===== src/rtl/cell_draw_scheduler.sv =====
// cell_draw_scheduler
//   Sole owner of the render_box20 painter. After reset (or on clear_req) it
//   sweeps every board cell with BG_COLOR, then arbitrates two valid/ready
//   draw ports: A (active piece, high priority) and B (board repaint, low
//   priority, protected from starvation by an A burst limit). Cell
//   coordinates are turned into pixel origins before they reach the painter.
//
// Ports
//   CLOCK_50, resetn                 clock, async active-low reset
//   clear_req / clearing             sweep request pulse / sweep in progress
//   a_valid,a_ready,a_x,a_y,a_color  port A request (ready is combinational)
//   b_valid,b_ready,b_x,b_y,b_color  port B request (ready is combinational)
//   paint_start,paint_x0,paint_y0,paint_color  painter command
//   paint_done, paint_busy           painter status
//   range_err                        pulse: accepted request dropped (off board)
//   idle                             IDLE with no pending clear
module cell_draw_scheduler #(
  parameter int         COLS     = 10,
  parameter int         ROWS     = 20,
  parameter int         CELL_W   = 64,
  parameter int         CELL_H   = 24,
  parameter logic [8:0] BG_COLOR = 9'h000,
  parameter int         A_BURST  = 4
) (
  input  logic       CLOCK_50,
  input  logic       resetn,
  input  logic       clear_req,
  output logic       clearing,
  input  logic       a_valid,
  output logic       a_ready,
  input  logic [3:0] a_x,
  input  logic [4:0] a_y,
  input  logic [8:0] a_color,
  input  logic       b_valid,
  output logic       b_ready,
  input  logic [3:0] b_x,
  input  logic [4:0] b_y,
  input  logic [8:0] b_color,
  output logic       paint_start,
  output logic [9:0] paint_x0,
  output logic [8:0] paint_y0,
  output logic [8:0] paint_color,
  input  logic       paint_done,
  input  logic       paint_busy,
  output logic       range_err,
  output logic       idle
);

  localparam logic [2:0] S_CLR_ISSUE = 3'd0;
  localparam logic [2:0] S_CLR_WAIT  = 3'd1;
  localparam logic [2:0] S_IDLE      = 3'd2;
  localparam logic [2:0] S_ISSUE     = 3'd3;
  localparam logic [2:0] S_WAIT      = 3'd4;

  localparam int         BW      = $clog2(A_BURST + 1);
  localparam logic [BW-1:0] BURST_MAX = BW'(A_BURST);
  localparam logic [3:0] CX_LAST = 4'(COLS - 1);
  localparam logic [4:0] CY_LAST = 5'(ROWS - 1);

  typedef struct packed {
    logic [3:0] x;
    logic [4:0] y;
    logic [8:0] color;
  } cell_req_t;

  logic [2:0]    state;
  logic [3:0]    cx;
  logic [4:0]    cy;
  logic          clear_pend;
  logic [BW-1:0] burst;

  logic          grant_ok, b_force, a_hs, b_hs, in_range;
  cell_req_t     req;
  logic [9:0]    x0_calc;
  logic [8:0]    y0_calc;

  // A clear request in IDLE wins over both ports, so no handshake that cycle.
  assign grant_ok = (state == S_IDLE) && !paint_busy && !clear_pend && !clear_req;
  // B has waited through A_BURST consecutive A grants: B goes next.
  assign b_force  = b_valid && (burst == BURST_MAX);
  assign a_ready  = grant_ok && a_valid && !b_force;
  assign b_ready  = grant_ok && b_valid && (!a_valid || b_force);
  assign a_hs     = a_valid && a_ready;
  assign b_hs     = b_valid && b_ready;
  assign idle     = (state == S_IDLE) && !clear_pend;

  always_comb begin
    req = {a_x, a_y, a_color};
    if (b_hs) req = {b_x, b_y, b_color};
  end

  assign in_range = (32'(req.x) < COLS) && (32'(req.y) < ROWS);
  // Full output width products: 9*64 = 576 and 19*24 = 456 both fit.
  assign x0_calc  = 10'(req.x) * 10'(CELL_W);
  assign y0_calc  = 9'(req.y) * 9'(CELL_H);

  always_ff @(posedge CLOCK_50 or negedge resetn) begin
    if (!resetn) begin
      state       <= S_CLR_ISSUE;
      clearing    <= 1'b1;
      cx          <= '0;
      cy          <= '0;
      clear_pend  <= 1'b0;
      burst       <= '0;
      paint_start <= 1'b0;
      paint_x0    <= '0;
      paint_y0    <= '0;
      paint_color <= '0;
      range_err   <= 1'b0;
    end else begin
      paint_start <= 1'b0;
      range_err   <= 1'b0;

      if (!b_valid || b_hs)               burst <= '0;
      else if (a_hs && burst != BURST_MAX) burst <= burst + 1'b1;

      case (state)
        S_CLR_ISSUE: begin
          if (!paint_busy) begin
            paint_x0    <= 10'(cx) * 10'(CELL_W);
            paint_y0    <= 9'(cy) * 9'(CELL_H);
            paint_color <= BG_COLOR;
            paint_start <= 1'b1;
            state       <= S_CLR_WAIT;
          end
        end
        S_CLR_WAIT: begin
          if (paint_done) begin
            if (cx == CX_LAST) begin
              cx <= '0;
              if (cy == CY_LAST) begin
                cy       <= '0;
                clearing <= 1'b0;
                state    <= S_IDLE;
              end else begin
                cy    <= cy + 1'b1;
                state <= S_CLR_ISSUE;
              end
            end else begin
              cx    <= cx + 1'b1;
              state <= S_CLR_ISSUE;
            end
          end
        end
        S_IDLE: begin
          if (clear_req) begin
            clearing <= 1'b1;
            state    <= S_CLR_ISSUE;
          end else if (a_hs || b_hs) begin
            if (in_range) begin
              // Grant implies the painter is free, so start goes out next cycle.
              paint_x0    <= x0_calc;
              paint_y0    <= y0_calc;
              paint_color <= req.color;
              paint_start <= 1'b1;
              state       <= S_ISSUE;
            end else begin
              range_err <= 1'b1;
            end
          end
        end
        S_ISSUE: begin
          if (clear_req) clear_pend <= 1'b1;
          if (paint_start)     state       <= S_WAIT;
          else if (!paint_busy) paint_start <= 1'b1;
        end
        S_WAIT: begin
          if (paint_done) begin
            if (clear_pend || clear_req) begin
              clear_pend <= 1'b0;
              clearing   <= 1'b1;
              state      <= S_CLR_ISSUE;
            end else begin
              state <= S_IDLE;
            end
          end else if (clear_req) begin
            clear_pend <= 1'b1;
          end
        end
        default: state <= S_CLR_ISSUE;
      endcase
    end
  end

endmodule


===== config.mk =====
export PLATFORM = sky130hd
export DESIGN_NAME = cell_draw_scheduler
export DESIGN_NICKNAME = d
export VERILOG_FILES = /design/src/rtl/cell_draw_scheduler.sv
export SDC_FILE = /design/constraint.sdc
export NUM_CORES = 1
export LEC_CHECK = 0
export ABC_CLOCK_PERIOD_IN_PS = 8900
export BUFFER_PORTS_ARGS = -buffer_cell sky130_fd_sc_hd__buf_2
export CAP_MARGIN = 20
export CORE_UTILIZATION = 42
export CTS_BUF_LIST = sky130_fd_sc_hd__clkbuf_4 sky130_fd_sc_hd__clkbuf_8
export DETAILED_ROUTE_END_ITERATION = 10
export PLACE_DENSITY = 0.71
export SLEW_MARGIN = 20
export SYNTH_ARGS = -nofsm -noshare
export SYNTH_HDL_FRONTEND = slang
export SYNTH_SLANG_ARGS = --single-unit

===== constraint.sdc =====
create_clock -name CLOCK_50 -period 8.9 [get_ports CLOCK_50]
set_clock_uncertainty 0.15 [all_clocks]
set_input_delay 0.89 -clock CLOCK_50 [delete_from_list [all_inputs] [get_ports CLOCK_50]]
set_output_delay 0.89 -clock CLOCK_50 [all_outputs]
set_load 0.02 [all_outputs]

==> summary.md <==
| Metric | Value |
|---|---|
| Post-CTS setup buffers | 0 |
| Initial antenna violation count | 0 |
| Fin Setup TNS | 0 ps |
| Worst path required time | 8930 ps |
| Final Max Slew Viols | 0 |
| GRT Overall Usage | 17.4% |
| Number of flops mapped to enable cells by yosys | 0 |
| CP bufs+invs | 1 |
| Synth cell count leaders | 46 x nand2_1, 37 x dfrtp_1, 26 x inv_1 |
| Post-Route WL | 5.52 mm |
| DIE HEIGHT | 80.7 µm |
| Max Cap Violations | 0 |
| Cell taking the most area after synthesis | dfrtp_1 |
| Hold Crit Class | flop to flop |
| Register area share after synthesis | 36.6% |
| Sequential fraction of design power | 41.6% |
| Layout Nets | 412 |
| Critical path class | flop to flop |
| Pleak | 1.57 nW |
| CP endpoint kind | flop |
| P per Cell Area | 207 nW/µm² |
| Clock slew at reported path FFs | 80 ps |
| RSZ-0062 raised after global routing | no |
| Main area contributors after synthesis | dfrtp_1 36%, nand2_1 6.6%, ha_1 5.8%, mux2_4 5.2%, o21ai_0 4.2% |
| Cells along the critical path | or3b_1 -> nor2_8 -> nand3_4 -> clkinv_4 -> mux2_2 -> ha_1 -> nand2_1 -> mux2_1 -> and3_1 -> o211ai_4 -> mux2_1 |
| Vias | 2168 |
| Core Box Area | 5960 µm² |
| Routability Congestion | 0.826 |
| Synth top area share | 35.6% |
| Largest net degree at the start of global routing | 39 |
| Area growth, synth to finish | 16.1% |
| Pre-antenna DRT Iters | 4 |
| CP arrival | 4090 ps |
| Asr flop ratio synth | 100% |
| DIE AREA | 6510 µm² |
| Primary FF master, synth | dfrtp_1 |
| CTS sink cnt | 38 |
| Setup violations, final | 0 |
| CTS tree | done |
| Crit path time final | 4060 ps |
| IO Pins | 77 |
| Input/output buffers | 67 |
| Initial Util | 43.7% |
| Max clock buf depth | 2 |
| Switching Fraction | 39.3% |
| Root Buffer | clkbuf_8 |
| ANT cells | 0 |
| HPWL after detailed placement | 4.16 mm |
| Final period util | 45.7% |
| Crit path launch type | flop |
| Slew at the pin with the worst max-slew slack | 969 ps |
| Layout cells sized above 1 | 25.6% |
| Routed WL per cell | 12.8 µm |
| Overflow after GRT | 0 |
| H-tree Lvls | 2 |
| Cts hold-fix bufs | 0 |
| Vias per inst | 5.03 |
| Fin util | 50.7% |
| Post-synthesis cell type count | 47 |
| Mapped Cells | 293 |
| Final antenna-violating net count | 0 |
| Synth Cell Area | 2600 µm² |
| DRC violations left | 0 |
| First-pass GRT wire length | 8.67 mm |
| Row count | 28 |
| CP max FO | 28 |
| Initial detailed-routing violation count | 78 |
| Slew HR | 34.9% |
| WHS | 352 ps |
| NetSw | 0.000246 W |
| CTS buffer count | 5 |
| CP peak stage delay | 670 ps |
| #FFs+latches synth | 38 |
| Peak Freq | 246 MHz |
| Cell-internal power | 0.000380 W |
| Crit path max-delay cell type | o211ai_4 |
| Mean post-synth cell area | 8.88 µm² |
| Number of global-route vias before repair | 1953 |
| Worst VDD drop | 82.7 µV |
| Clock power share | 19.9% |
| Status | complete, no violations |
| Most frequent cell after synthesis | nand2_1 |
| Design Power | 0.000626 W |
| Comb pwr share | 38.5% |
| Synth warnings | 0 |
| CP top delay family | simple AND/OR/NAND/NOR gates |
| Die X | 80.7 µm |
| Post-cts sizing count | 0 |
| Most common cell on crit path | mux2_1 |
| Clock latency on the worst-skew pair | 290 ps |
| Final Hold Fails | 0 |
## final timing paths
| path | from | endpoint | slack [ps] | depth (start not counted) |
|---|---|---|---|---|
| setup / recovery | state[2] | paint_color[1] | 4840 | 11 |
| hold / removal | paint_color[6] | paint_color[6] | 350 | 1 |
| setup reg to reg | state[2] | paint_color[1] | 4840 | 11 |
| hold reg to reg | paint_color[6] | paint_color[6] | 350 | 1 |
| max in group asynchronous | resetn | paint_y0[4] | 7500 | 1 |
| min in group asynchronous | resetn | paint_color[4] | 550 | 1 |
## cells in the final DEF, fill, tap and decap left out, types with 3 or more instances in the layout
cell      netlist  layout
nand2_1        46      46
mux2_1          4       4
xnor2_1         5       5
a21oi_1        14      14
buf_2           0      67
ha_1           12      12
dfrtp_1        37      37
o31ai_1         3       3
xor2_1          3       3
conb_1          1       9
nor2_1         23      23
inv_1          26      26
nor3_1          9       9
a221oi_1        5       5
a31oi_1         3       3
mux2_4          9       9
a21o_1          5       5
nand3_1         8       8
clkbuf_8        0       6
mux2i_1         9       9
o21ai_0        22      22
## logic make-up after synthesis
logic type / after synthesis / share of synthesized area [%]
compound gates: 60 / 14.7
xor+xnor: 8 / 2.69
fa+ha+maj: 14 / 7.31
buf+inv: 47 / 9.28
flops: 38 / 36.6
mux: 23 / 10.8
other cells: 1 / 0.144
simple gates: 102 / 18.5
## worst register-to-register path, stage by stage (launching register included)
cell      delay [ps]
dfrtp_1          530
or3b_1           650
nor2_8           210
nand3_4          130
clkinv_4         190
mux2_2           230
ha_1             160
nand2_1           50
mux2_1           300
and3_1           280
o211ai_4         670
mux2_1           390
## state kept, by name, indices dropped and copies added (netlist names), 3 cells and up
name,flops
cy,5
cx,4
burst,3
paint_x0,4
state,3
paint_y0,6
paint_color,9
## metrics by stage
stage / instance area, µm² / instances / setup slack [ps]
after CTS: 3020 / 431 / 4820
after global routing: 3020 / 431 / 4580
after detailed placement: 2930 / 423 / 4570
after floorplan: 2630 / 301 / 5100
after global placement: 2930 / 423 / 4660
final: 3020 / 431 / 4840
## power by group through the flow
| stage | Sequential [W] | Combinational, W | Clock, W |
|---|---|---|---|
| final | 0.000261 | 0.000241 | 0.000125 |
| after detailed placement | 0.000263 | 0.000242 | 0 |
| after floorplan | 0.000271 | 0.000168 | 0 |
| after global placement | 0.000262 | 0.000235 | 0 |
| after global routing | 0.000266 | 0.000269 | 0.000138 |
| after CTS | 0.000260 | 0.000243 | 0.000129 |
## layout make-up
cell class,instances,area (µm²)
fill,558,2930
multi-input combinational,216,1440
sequential,38,952
timing repair buffer,67,335
inverter,27,106
tap,75,93.8
clock buffer,6,82.6
clock inverter,2,12.5
## layer usage
layer	vias to the layer above	GRT usage, %	wire length (µm)
met1	995	21.6	2570
met2	59	29.7	2600
met4	0	5.18	46
met5	-	0	0
met3	6	4.09	300
li1	1108	-	-
Note: power is estimated with default switching activity, not from simulation.
